<file path="config.mk">
export PLATFORM = sky130hd
export DESIGN_NAME = pipe_skid_reg
export DESIGN_NICKNAME = d
export VERILOG_FILES = /design/src/rtl/pipe_skid_reg.sv
export SDC_FILE = /design/constraint.sdc
export NUM_CORES = 1
export LEC_CHECK = 0
export ABC_AREA = 0
export CORE_UTILIZATION = 53
export DETAILED_ROUTE_END_ITERATION = 8
export PLACE_DENSITY = 0.9
export SETUP_SLACK_MARGIN = 0.15
export SYNTH_ARGS = -nofsm -noshare
export SYNTH_HDL_FRONTEND = slang
export SYNTH_SLANG_ARGS = --single-unit
</file>
<file path="constraint.sdc">
create_clock -name clk -period 20.5 [get_ports clk]
set_input_delay 6.15 -clock clk [delete_from_list [all_inputs] [get_ports clk]]
set_output_delay 6.15 -clock clk [all_outputs]
set_load 0.01 [all_outputs]
</file>
<file path="src/rtl/pipe_skid_reg.sv">
// ============================================================================
// pipe_skid_reg: valid/ready pipeline stage with optional 2-entry skid buffer,
// synchronous flush and a saturating backpressure counter.
// Revision: 1.0
// ============================================================================
`default_nettype none

module pipe_skid_reg #(
  parameter int DATA_W  = 64,
  parameter int CTRL_W  = 8,
  parameter int SKID_EN = 1,
  parameter int CNT_W   = 16
) (
  input  logic              clk,
  input  logic              rst,
  input  logic              flush,
  input  logic              in_valid,
  output logic              in_ready,
  input  logic [CTRL_W-1:0] in_ctrl,
  input  logic [DATA_W-1:0] in_data,
  output logic              out_valid,
  input  logic              out_ready,
  output logic [CTRL_W-1:0] out_ctrl,
  output logic [DATA_W-1:0] out_data,
  output logic [1:0]        occupancy,
  output logic [CNT_W-1:0]  bp_count
);

  // Encoding doubles as the occupancy count.
  typedef enum logic [1:0] {
    EMPTY = 2'd0,
    BUSY  = 2'd1,
    FULL  = 2'd2
  } state_t;

  state_t              state_q, state_d;
  logic [DATA_W-1:0]   main_data_q, main_data_d;
  logic [CTRL_W-1:0]   main_ctrl_q, main_ctrl_d;
  logic [DATA_W-1:0]   skid_data_q, skid_data_d;
  logic [CTRL_W-1:0]   skid_ctrl_q, skid_ctrl_d;
  logic [CNT_W-1:0]    bp_count_q, bp_count_d;
  logic                in_fire;
  logic                out_fire;

  generate
    if (SKID_EN != 0) begin : g_skid_ready
      // Registered-only ready: no path from out_ready back to in_ready.
      assign in_ready = (state_q != FULL) && !flush;
    end else begin : g_comb_ready
      assign in_ready = (!out_valid || out_ready) && !flush;
    end
  endgenerate

  assign out_valid = (state_q != EMPTY);
  assign out_ctrl  = out_valid ? main_ctrl_q : '0;
  assign out_data  = main_data_q;
  assign occupancy = state_q;
  assign bp_count  = bp_count_q;

  assign in_fire  = in_valid && in_ready;
  assign out_fire = out_valid && out_ready;

  always_comb begin
    state_d     = state_q;
    main_data_d = main_data_q;
    main_ctrl_d = main_ctrl_q;
    skid_data_d = skid_data_q;
    skid_ctrl_d = skid_ctrl_q;
    unique case (state_q)
      EMPTY: begin
        if (in_fire) begin
          main_data_d = in_data;
          main_ctrl_d = in_ctrl;
          state_d     = BUSY;
        end
      end
      BUSY: begin
        if (in_fire && out_fire) begin
          main_data_d = in_data;
          main_ctrl_d = in_ctrl;
        end else if (in_fire) begin
          skid_data_d = in_data;
          skid_ctrl_d = in_ctrl;
          state_d     = FULL;
        end else if (out_fire) begin
          state_d = EMPTY;
        end
      end
      FULL: begin
        if (out_fire) begin
          main_data_d = skid_data_q;
          main_ctrl_d = skid_ctrl_q;
          state_d     = BUSY;
        end
      end
      default: state_d = EMPTY;
    endcase
    if (flush) begin
      state_d = EMPTY;
    end
  end

  always_comb begin
    bp_count_d = bp_count_q;
    if (out_valid && !out_ready && (bp_count_q != {CNT_W{1'b1}})) begin
      bp_count_d = bp_count_q + 1'b1;
    end
  end

  always_ff @(posedge clk or posedge rst) begin
    if (rst) begin
      state_q     <= EMPTY;
      main_data_q <= '0;
      bp_count_q  <= '0;
    end else begin
      state_q     <= state_d;
      main_data_q <= main_data_d;
      bp_count_q  <= bp_count_d;
    end
  end

  // Control is masked at the output, so these need no reset.
  always_ff @(posedge clk) begin
    main_ctrl_q <= main_ctrl_d;
    skid_data_q <= skid_data_d;
    skid_ctrl_q <= skid_ctrl_d;
  end

endmodule

`default_nettype wire

</file>
* After elaboration in Yosys (flattened, before gate mapping)
Cells that the tools add are included.
Word-level totals: register bits 162, input port bits 77, output and inout bits 92, logic and storage cells 49
Cells by class: add/sub/neg operators 1, equality and inequality tests 11, muxes and demuxes 16, bitwise gates (word level) 1, reduce and logical (&&, ||, !) cells 14
Operators with widths (number):
- 64-bit 2-to-1 mux | 3
- 64-bit case mux with 3 select lines | 1
- 8-bit 2-to-1 mux | 4
- 8-bit case mux with 3 select lines | 1
- 16-bit by 1-bit adder with 16-bit output (second input constant) | 1
- 16-bit inequality test (second input constant) | 1
- 2-bit 2-to-1 mux | 6
- 3-bit inequality test (second input constant) | 3
- 2-bit inequality test (second input constant) | 4
- 4-bit AND reduction | 2
- 1-bit logical AND | 6
- 2-bit case mux with 3 select lines | 1
- 4-bit inequality test (second input constant) | 1
- 3-bit AND reduction | 1
- 3-bit nonzero test | 1
- 2-bit by 1-bit equality test with 1-bit output (second input constant) | 1
- 2-bit equality test (second input constant) | 1
- 1-bit logical NOT | 2
- 2-bit logical NOT | 1
- 2-bit nonzero test | 1
- 1-bit inverter | 1

* Depth between registers and ports, before layout
depth after elaboration 7, depth in mapped cells 6, mapped depth without buffers 5

* Least setup slack after synthesis
No wires, ideal clock.
path kind input port to output port, start in flush, end out in_ready, arrival 6.319 ns, data required time 14.350 ns, path slack 8.031 ns, stages 1, buffers on the path 0, cells stage by stage nor2_1
On the way: word-level cells in the longest chain between the ends 2
Ends and longest elaborated chain:
- start: declaration | line 16 | input logic flush,
- 1-bit logical NOT | line 48 | assign in_ready = (state_q != FULL) && !flush;
- 1-bit logical AND | line 48
- end: declaration | line 18 | output logic in_ready,
No other way between the ends.

* Worst setup path after layout
Ends and elaborated chain as after synthesis.

==> flow_summary.toml <==
[status]
status = "complete, no violations"

[global_routing]
grt_max_degree = 83
grtUsageTotal = 0.2316
grt_overflow = 0
grt_pass1_wl_um = 22800
antenna_found_initial = 0
grt_pass1_vias = 4403

[worst_hold_path]
hold_depth = 1
holdCritStartpoint = "out_data[41]"
hold_class = "reg -> reg"
hold_path_end = "out_data[41]"

[critical_path]
worstRegToRegCells = 4
start_kind = "input pin"
r2r_slack_ns = 18.20
crit_arrival_ns = 7.35
crit_type = "in -> out"
r2r-end = "out_data[5]"
worstReg2RegStart = "occupancy[1]"
endpoint_kind = "output port"
critPathRequiredTime_ns = 14.35
crit_fanout = 5

[clock_network]
cts.path.max_buffers = 2
numCtsBuffers = 17
cts_sinks = 162
cts-root-buf = "clkbuf_16"
holdBufCountCts = 0
clock_latency_ns = 0.42
clk_pin_slew_worst_paths_ns = 0.06
cts_resized = 0
post_cts_buffers = 0
cts_tree = "built"
cts_max_level = 4

[detailed_routing]
wl_per_cell_um = 18.92
routed_via_density = 5.343
drt_iter0_drc = 211
drc = 0
antenna_left = 0
vias = 4050
routed_wl_um = 14340
drt_pass1_iterations = 4

[die]
ios = 169
die_w_um = 115.6
dieArea_sq_um = 13360
die_h_um = 115.6
start_util = 0.5416
fp.coreArea_sq_um = 12620
rows = 41

[sta]
fmax_ghz = 0.07410
period_share = 0.6583
slew_viol_final = 0
finalSetupViolations = 0
clock_skew_ns = 0.01012
maxSlewHeadroom = 0.2681
tns_ns = 0
fin_crit_ns = 13.50
tightestPinTransition_ns = 1.098
grt_setup_unrepaired = "no"
hold_viol = 0

[finish]
areaGrowthSynthToFinish_pct = 35.69
fillers = 805
n_antenna_cell = 0
drive_gt1_frac = 0.3089
nNetsFinal = 651
stdcell_area_sq_um = 9275

[logic_synthesis]
synth_xor_area_frac = 0.01794
yosys.area_share.simple = 0.04942
synth.distinct_cells = 31
ys_seq_area_frac = 0.6517
synth_top_family_by_area = "multiplexers"
synth_compound_area_frac = 0.005125
synth.area.mux_share = 0.2543
synth_nets = 476
ys_ff_latch = 162
yosysWarnings = 0
synth_fa_ha_area_frac = 0.001830
synthCells = 398
synth_area_sq_um = 6835
synth.avg_cell_area_sq_um = 17.17

[placement]
io_buffers = 168
placed_cell_area_sq_um = 8682
globalplace.congestion = 0.7953
hpwlAfterDp_um = 9445

[power]
power.density_nw_per_um2 = 97.17
power_leakage_uw = 0.003635
peakVddDrop_mv = 0.06076

[job]
max_cap_violations = 0
-- logic make-up (layout without fill, tap and decap cells) --
group | Yosys count | after routing
XOR/XNOR | 14 | 14
multiplexers | 138 | 138
buffers and inverters | 21 | 209
flip-flops | 162 | 162
AND/OR/NAND/NOR | 56 | 56
AO/OA/AOI/OAI | 6 | 6
adder cells (fa/ha/maj) | 1 | 1
-- metal layers --
layer  up-vias  wire length [um]  track usage
met5         -                 0            0
met4         0               354       0.1091
met3        25               816      0.06276
met2       130              7329       0.4032
met1      2065              5843       0.2661
li1       1830                 -            -
-- metrics by stage --
stage | total power [uW] | worst slack [ns] | std cells | utilization | hold WS [ns]
final | 901.3 | 7.004 | 758 | 0.7350 | 0.5031
after global routing | 936.9 | 6.971 | 758 | 0.7350 | 0.5132
after CTS | 911.6 | 7.005 | 758 | 0.7350 | 0.5053
after detailed placement | 594.6 | 7.019 | 726 | 0.6880 | 0.4913
after global placement | 585.8 | 7.015 | 726 | 0.6880 | 0.4870
after floorplan | 491.5 | 8.031 | 398 | - | 0.5217
-- state kept, by name (all words and copies together) (netlist names) --
name and flops:
bp_count 16, main_ctrl_q 8, occupancy 2, out_data 64, skid_ctrl_q 8, skid_data_q 64
-- critical path, stage by stage --
cell	delay, ns
clkdlybuf4s50_1	0.48
nor2_1	0.14
clkdlybuf4s50_1	0.58
-- synthesized netlist by cell type, drive strengths merged --
cell,number,area (sq um)
dfrtp,82,2052
nor3,8,40.04
nand2,5,18.77
nand3,4,20.02
nor2b,10,62.56
nor3b,4,30.03
nor4,2,27.53
xor2,8,70.07
xnor2,6,52.55
mux2,138,1738
buf,15,112.6
nand4,8,50.05
nor2,6,22.52
or3b,2,17.52
a21oi,4,20.02
edfxtp,80,2402
o22a,1,8.760
inv,3,11.26
nor4b,1,8.760
and2,2,12.51
a31oi,1,6.260
clkbuf,3,11.26
and3,1,6.260
ha,1,12.51
or2,1,6.260
and4,1,8.760
or3,1,6.260
-- worst max path at each step --
stage / from / end
after floorplan: flush / in_ready
after global placement: flush / in_ready
after detailed placement: flush / in_ready
after CTS: flush / in_ready
after global routing: flush / in_ready
final: flush / in_ready
-- power breakdown --
part / leakage, uW / total, uW / internal (uW) / switching, uW
sequential: 0.00172 / 402 / 378 / 24.2
clock: 0.000281 / 313 / 192 / 121
combinational: 0.00164 / 186 / 119 / 67.1
-- area by class of cell --
| type | instances | area, sq um | share of cell area |
|---|---|---|---|
| Inverter | 3 | 12.51 | 0.001349 |
| Multi-Input combinational cell | 215 | 2273 | 0.2451 |
| Sequential cell | 162 | 4454 | 0.4802 |
| Tap cell | 172 | 215.2 | 0.02320 |
| Clock buffer | 23 | 488.0 | 0.05261 |
| Timing Repair Buffer | 174 | 1727 | 0.1862 |
| Clock inverter | 9 | 105.1 | 0.01133 |
-- cell usage in the layout (no fill, tap or decap), drive strengths merged, types with 5 or more instances in the layout --
master         Yosys  layout
xnor2              6       6
xor2               8       8
nor2               6       6
buf               15       6
clkbuf             3      23
nand4              8       8
nor2b             10      10
nand2              5       5
mux2             138     138
edfxtp            80      80
clkdlybuf4s50      0     168
dfrtp             82      82
nor3               8       8
(Power assumes the default switching activity.)
==> RTL edit 1: new RTL, same settings <==
The parameter `CNT_W` goes from 16 to 14.
--- a/src/rtl/pipe_skid_reg.sv
+++ b/src/rtl/pipe_skid_reg.sv
@@ -9,7 +9,7 @@
   parameter int DATA_W  = 64,
   parameter int CTRL_W  = 8,
   parameter int SKID_EN = 1,
-  parameter int CNT_W   = 16
+  parameter int CNT_W   = 14
 ) (
   input  logic              clk,
   input  logic              rst,
Interface: changed (resized bp_count); port bits go from 169 to 167. No check against the original RTL was run, so the function may have changed too.
==> RTL edit 1 against the original RTL <==
- area after synthesis shrank 1.3%
- routed wire length shrank 2.0%
- largest power group unchanged
- final area decreased by 2.1%
- total power fell by 3.6%
- count of clock-buffer cells in the layout stayed put
- sequential cell count down 2
- first-iteration DRC count is 18% lower
- global-route usage down 0.34 points
- highest routed layer unchanged
- clock skew decreased by 3.3 ps
- clock power shrank 9.6%
- worst setup slack improved by 43 ps
==> RTL edit 1: results (changes against the original RTL) <==
[outcome]
outcome=finished clean

[placed_design]
gp_congestion=0.819  ; +3.0%
dp_slack_ps=7060  ; +41.9 ps
io_buffers=166  ; -1.2%
dp_hpwl_um=8980  ; -4.9%
placed_cells=713  ; -1.8%

[synth]
ys_seq_area_share_pct=65.3  ; +0.12 points
synth_flop_cell=edfxtp_1
synth_cell_type_count=31  ; unchanged
ys_top_cells_by_area=edfxtp_1 (36%), dfrtp_1 (30%), mux2_2 (15%), mux2_4 (11%), buf_6 (1.2%)
syn_area_per_cell_sq_um=17.3  ; +0.47%
synth-async-reset-ratio_pct=50.0  ; -0.62 points
yosys_warnings=0  ; unchanged
synth_fp_nets=469  ; -1.5%
synthTopCellsByCount=mux2_2 (90), dfrtp_1 (80), edfxtp_1 (80)

[timing]
finalSetupViolCount=0  ; unchanged
clock_skew_ps=6.83  ; -3.29 ps
slew_headroom_pct=26.5  ; -0.27 points

[hold_path]
hold_start=out_data[47]
hold_end=out_data[47]
hold_class=reg2reg

[routing]
drtIter0Drc=173  ; -18%
vias_per_cell=5.36  ; +0.29%
vias=3992  ; -1.4%
avgRoutedWirePerCell_um=18.9  ; -0.33%

[cts]
cts.repair.resized=0  ; unchanged
clock_latency_ps=410
post_cts_buffers=0  ; unchanged
clk_root_buffer_cell=clkbuf_16

[setup_path]
crit-reg2reg-capture=main_ctrl_q[6]
worst_r2r_path_depth=5  ; +1
path_delay_family=buffers and inverters
worstPathArrival_ps=7300  ; -50 ps
ff2ff_setup_slack_ps=17310  ; -890 ps
slowest_stage=clkdlybuf4s50_1
slowest_delay_ps=540  ; -40 ps

[pwr]
leakagePower_nw=3.54  ; -2.5%
ir_drop_mv=0.0640  ; +5.4%

[grt]
antenna_found_initial=0  ; unchanged
grt_pass1_wl_um=22500  ; -1.3%
grt_pass1_vias=4202  ; -4.6%
gr-usage-all-layers_pct=22.8  ; -0.34 points
grt_start_max_net_pins=81  ; -2.4%

[final_layout]
final_nets=642  ; -1.4%
drive_gt1_share_pct=30.0  ; -0.90 points

[RTL edit 1: cell count changes after synthesis, sizes merged, moves of 2 or more]
cell    before  now
nand4        8    4
nor3         8    4
clkbuf       3    1
xor2         8    5
dfrtp       82   80
inv          3    5
xnor2        6    4
o21ai        0    3
and2         2    0
[RTL edit 1: cell families (layout without fill, tap and decap cells)]
group / after synthesis / after routing / synth area share [%]
XOR/XNOR: 9 / 9 / 1.17
AO/OA/AOI/OAI: 12 / 12 / 1.02
multiplexers: 140 / 140 / 26.1
AND/OR/NAND/NOR: 47 / 47 / 4.10
adder cells (fa/ha/maj): 1 / 1 / 0.185
flip-flops: 160 / 160 / 65.3
buffers and inverters: 22 / 208 / 2.17
[RTL edit 1: layer usage]
layer	GRT usage, %	vias up	part of all wire, %
met5	0	-	0
met4	7.79	0	1.3
met3	5.69	15	5.9
met2	38.3	138	49
met1	29.2	2038	44
li1	-	1801	-
[RTL edit 1: worst register-to-register path: stages (launching register included)]
cell and delay (ps):
dfrtp_1 520, or3b_1 210, a21oi_1 100, a31oi_4 870, buf_4 760, inv_1 400
[RTL edit 1: stage by stage]
step	instance area [sq um]	hold slack (ps)	utilization (%)	total power, mW
after floorplan	6750	523	-	0.489
after global placement	8560	487	70.1	0.585
after detailed placement	8560	493	70.1	0.591
after CTS	9080	506	74.4	0.876
after global routing	9080	521	74.4	0.904
final	9080	502	74.4	0.869
[RTL edit 1: area by class of cell]
| class | count | area (sq um) |
|---|---|---|
| flip-flops and latches | 160 | 4400 |
| fillers | 773 | 3130 |
| multi-input cells | 209 | 2220 |
| repair buffers | 171 | 1700 |
| clock buffers | 23 | 458 |
| well taps | 168 | 210 |
| clock inverters | 9 | 66.3 |
| inverters | 5 | 20.0 |
[RTL edit 1: power breakdown]
group | switching (mW) | total [mW] | internal [mW]
Clock | 0.115 | 0.283 | 0.168
Sequential | 0.0263 | 0.401 | 0.375
Combinational | 0.0661 | 0.185 | 0.119
[RTL edit 1: worst max-delay path by stage]
| stage | startpoint | endpoint | slack, ps | cells after the start |
|---|---|---|---|---|
| 3_3_place_gp | flush | in_ready | 7050 | 3 |
| 5_1_grt | flush | in_ready | 6970 | 3 |
| 6_report | flush | in_ready | 7050 | 3 |
| 3_5_place_dp | flush | in_ready | 7060 | 3 |
| 2_1_floorplan | flush | in_ready | 8030 | 1 |
| 4_1_cts | flush | in_ready | 7050 | 3 |
==> RTL edit 2: new RTL, same settings <==
Made on the original files. Make the reset (`rst`) synchronous in one clocked block.
--- a/src/rtl/pipe_skid_reg.sv
+++ b/src/rtl/pipe_skid_reg.sv
@@ -107,7 +107,7 @@
     end
   end
 
-  always_ff @(posedge clk or posedge rst) begin
+  always_ff @(posedge clk) begin
     if (rst) begin
       state_q     <= EMPTY;
       main_data_q <= '0;
Check against the original RTL: differs if rst is asserted again (counterexample within 4 cycles, from zero or initial values and one cycle with rst high); with rst held inactive, the same outputs for 4 cycles.
==> RTL edit 2 against the original RTL <==
- routed wire length down 0.68%
- clock skew down 1.2 ps
- final area down 6.9%
- die area down 8.1%
- area after synthesis down 8.3%
- worst setup slack better by 18 ps
- final cell count up 7.1%
- sequential cell count unchanged
- critical path type unchanged
Power is not compared: it rests on default switching activity, and its combinational part moved more than twofold at a synthesized area within 25%.
==> RTL edit 2: results (changes against the original RTL) <==
[outcome]
outcome=finished clean

[hold_path]
hold_start=out_data[26]
hold_class=reg2reg
hold_path_depth=2  ; +1
hold_end=out_data[26]

[cts]
clock_latency_ps=420  ; about the same
htree_levels=4  ; unchanged
cts_buffers=17  ; unchanged
clk_root_buffer_cell=clkbuf_16
post_cts_buffers=0  ; unchanged
clockBufferDepth=2  ; unchanged

[timing]
slew_headroom_pct=37.3  ; +11 points
clock_skew_ps=8.96  ; -1.15 ps
hold_slack_ps=496  ; -6.71 ps

[synth]
ys_top_cells_by_area=edfxtp_1 (38%), dfxtp_1 (26%), mux2i_1 (11%), a211oi_1 (7.7%), nor2_1 (4.3%)
synth_flop_cell=dfxtp_1
yosysTopAreaCell=edfxtp_1
synthTopCellsByCount=dfxtp_1 (82), edfxtp_1 (80), nor2_1 (71)
synth_fp_nets=573  ; +20%
ys_seq_area_share_pct=64.5  ; -0.67 points
synth_cell_type_count=34  ; +9.7%
syn_area_per_cell_sq_um=12.7  ; -26%
synth-async-reset-ratio_pct=0  ; -51 points

[placed_design]
placed_cell_area_sq_um=8070  ; -7.1%
dp_hpwl_um=9390  ; -0.60%
io_buffers=168  ; unchanged
dp_slack_ps=7010  ; -11.2 ps
gp_congestion=0.804  ; +1.1%

[routing]
drtAntennaViolNets=0  ; unchanged
drtPass1Iterations=4  ; unchanged
finalWirelength_um=14200  ; -0.68%
drtIter0Drc=282  ; +34%
vias_per_cell=5.60  ; +4.8%

[grt]
grt_pass1_wl_um=23500  ; +3.1%
antenna_found_initial=0  ; unchanged
grt_pass1_vias=4648  ; +5.6%
gr-usage-all-layers_pct=24.3  ; +1.1 points
grt_start_max_net_pins=85  ; +2.4%

[setup_path]
worstPathArrival_ps=7330  ; -20 ps
worst_r2r_path_depth=4  ; unchanged
path_delay_family=buffers and inverters
crit-reg2reg-capture=main_ctrl_q[6]
slowest_stage=clkdlybuf4s50_1
slowest_delay_ps=580  ; about the same
ff2ff_setup_slack_ps=17780  ; -420 ps
path_max_fanout=4  ; -1
r2r-start=occupancy[1]

[final_layout]
final_nets=734  ; +13%
drive_gt1_share_pct=8.37  ; -23 points
num_antenna_cells=0  ; unchanged

[pwr]
intPower_uw=569
leakagePower_nw=2.78

[RTL edit 2: cell types whose count changed after synthesis, sizes merged, moves of 6 or more]
cell	change
dfxtp	+82
a21oi	+8
xor2	-7
o21ai	+6
o31ai	+6
clkbuf	+12
xnor2	-6
mux2i	+67
mux2	-128
nor2	+65
or4	+6
dfrtp	-82
a211oi	+64
[RTL edit 2: logic make-up (layout without fill, tap and decap cells)]
| kind of cell | Yosys count | in the layout | synth area share [%] |
|---|---|---|---|
| buf+inv | 38 | 212 | 2.69 |
| mux | 77 | 77 | 12.5 |
| fa+ha+maj | 1 | 1 | 0.200 |
| xor+xnor | 1 | 1 | 0.140 |
| compound gates | 94 | 94 | 10.8 |
| simple gates | 122 | 122 | 9.20 |
| flops | 162 | 162 | 64.5 |
[RTL edit 2: layout make-up]
cell class              instances  area [sq um]
inverters                       4          15.0
well taps                     143           179
flip-flops and latches        162          4040
clock inverters                 9          80.1
clock buffers                  23           488
fillers                       732          2830
repair buffers                176          1740
multi-input cells             295          2090
[RTL edit 2: routing by layer]
layer | track usage [%] | part of all wire, %
met5 | 0 | 0
met2 | 40.0 | 50
met4 | 11.3 | 2.3
met3 | 6.67 | 5.6
met1 | 29.6 | 42
[RTL edit 2: how the worst max path moves through the flow]
stage	start	endpoint	slack [ps]	cells past startpoint
3_5_place_dp	flush	in_ready	7010	3
4_1_cts	flush	in_ready	7000	3
2_1_floorplan	flush	in_ready	8030	1
3_3_place_gp	flush	in_ready	6990	3
5_1_grt	flush	in_ready	6990	3
6_report	flush	in_ready	7020	3
[RTL edit 2: power by group through the flow]
stage	registers [mW]	clock network, mW	logic (mW)
after floorplan	0.367	0	0.0242
after global placement	0.363	0	0.0675
after detailed placement	0.363	0	0.0704
after CTS	0.357	0.304	0.0711
after global routing	0.358	0.316	0.0762
final	0.357	0.300	0.0704
[RTL edit 2: metrics by stage]
| stage | instances | power, mW |
|---|---|---|
| global placement | 780 | 0.430 |
| finish | 812 | 0.727 |
| floorplan | 495 | 0.391 |
| CTS | 812 | 0.732 |
| global route | 812 | 0.750 |
| detailed placement | 780 | 0.434 |
[RTL edit 2: tightest hold or removal path: stages (launching register included)]
cell	delay (ps)
dfxtp_1	310
nor2_1	90
a211oi_1	50
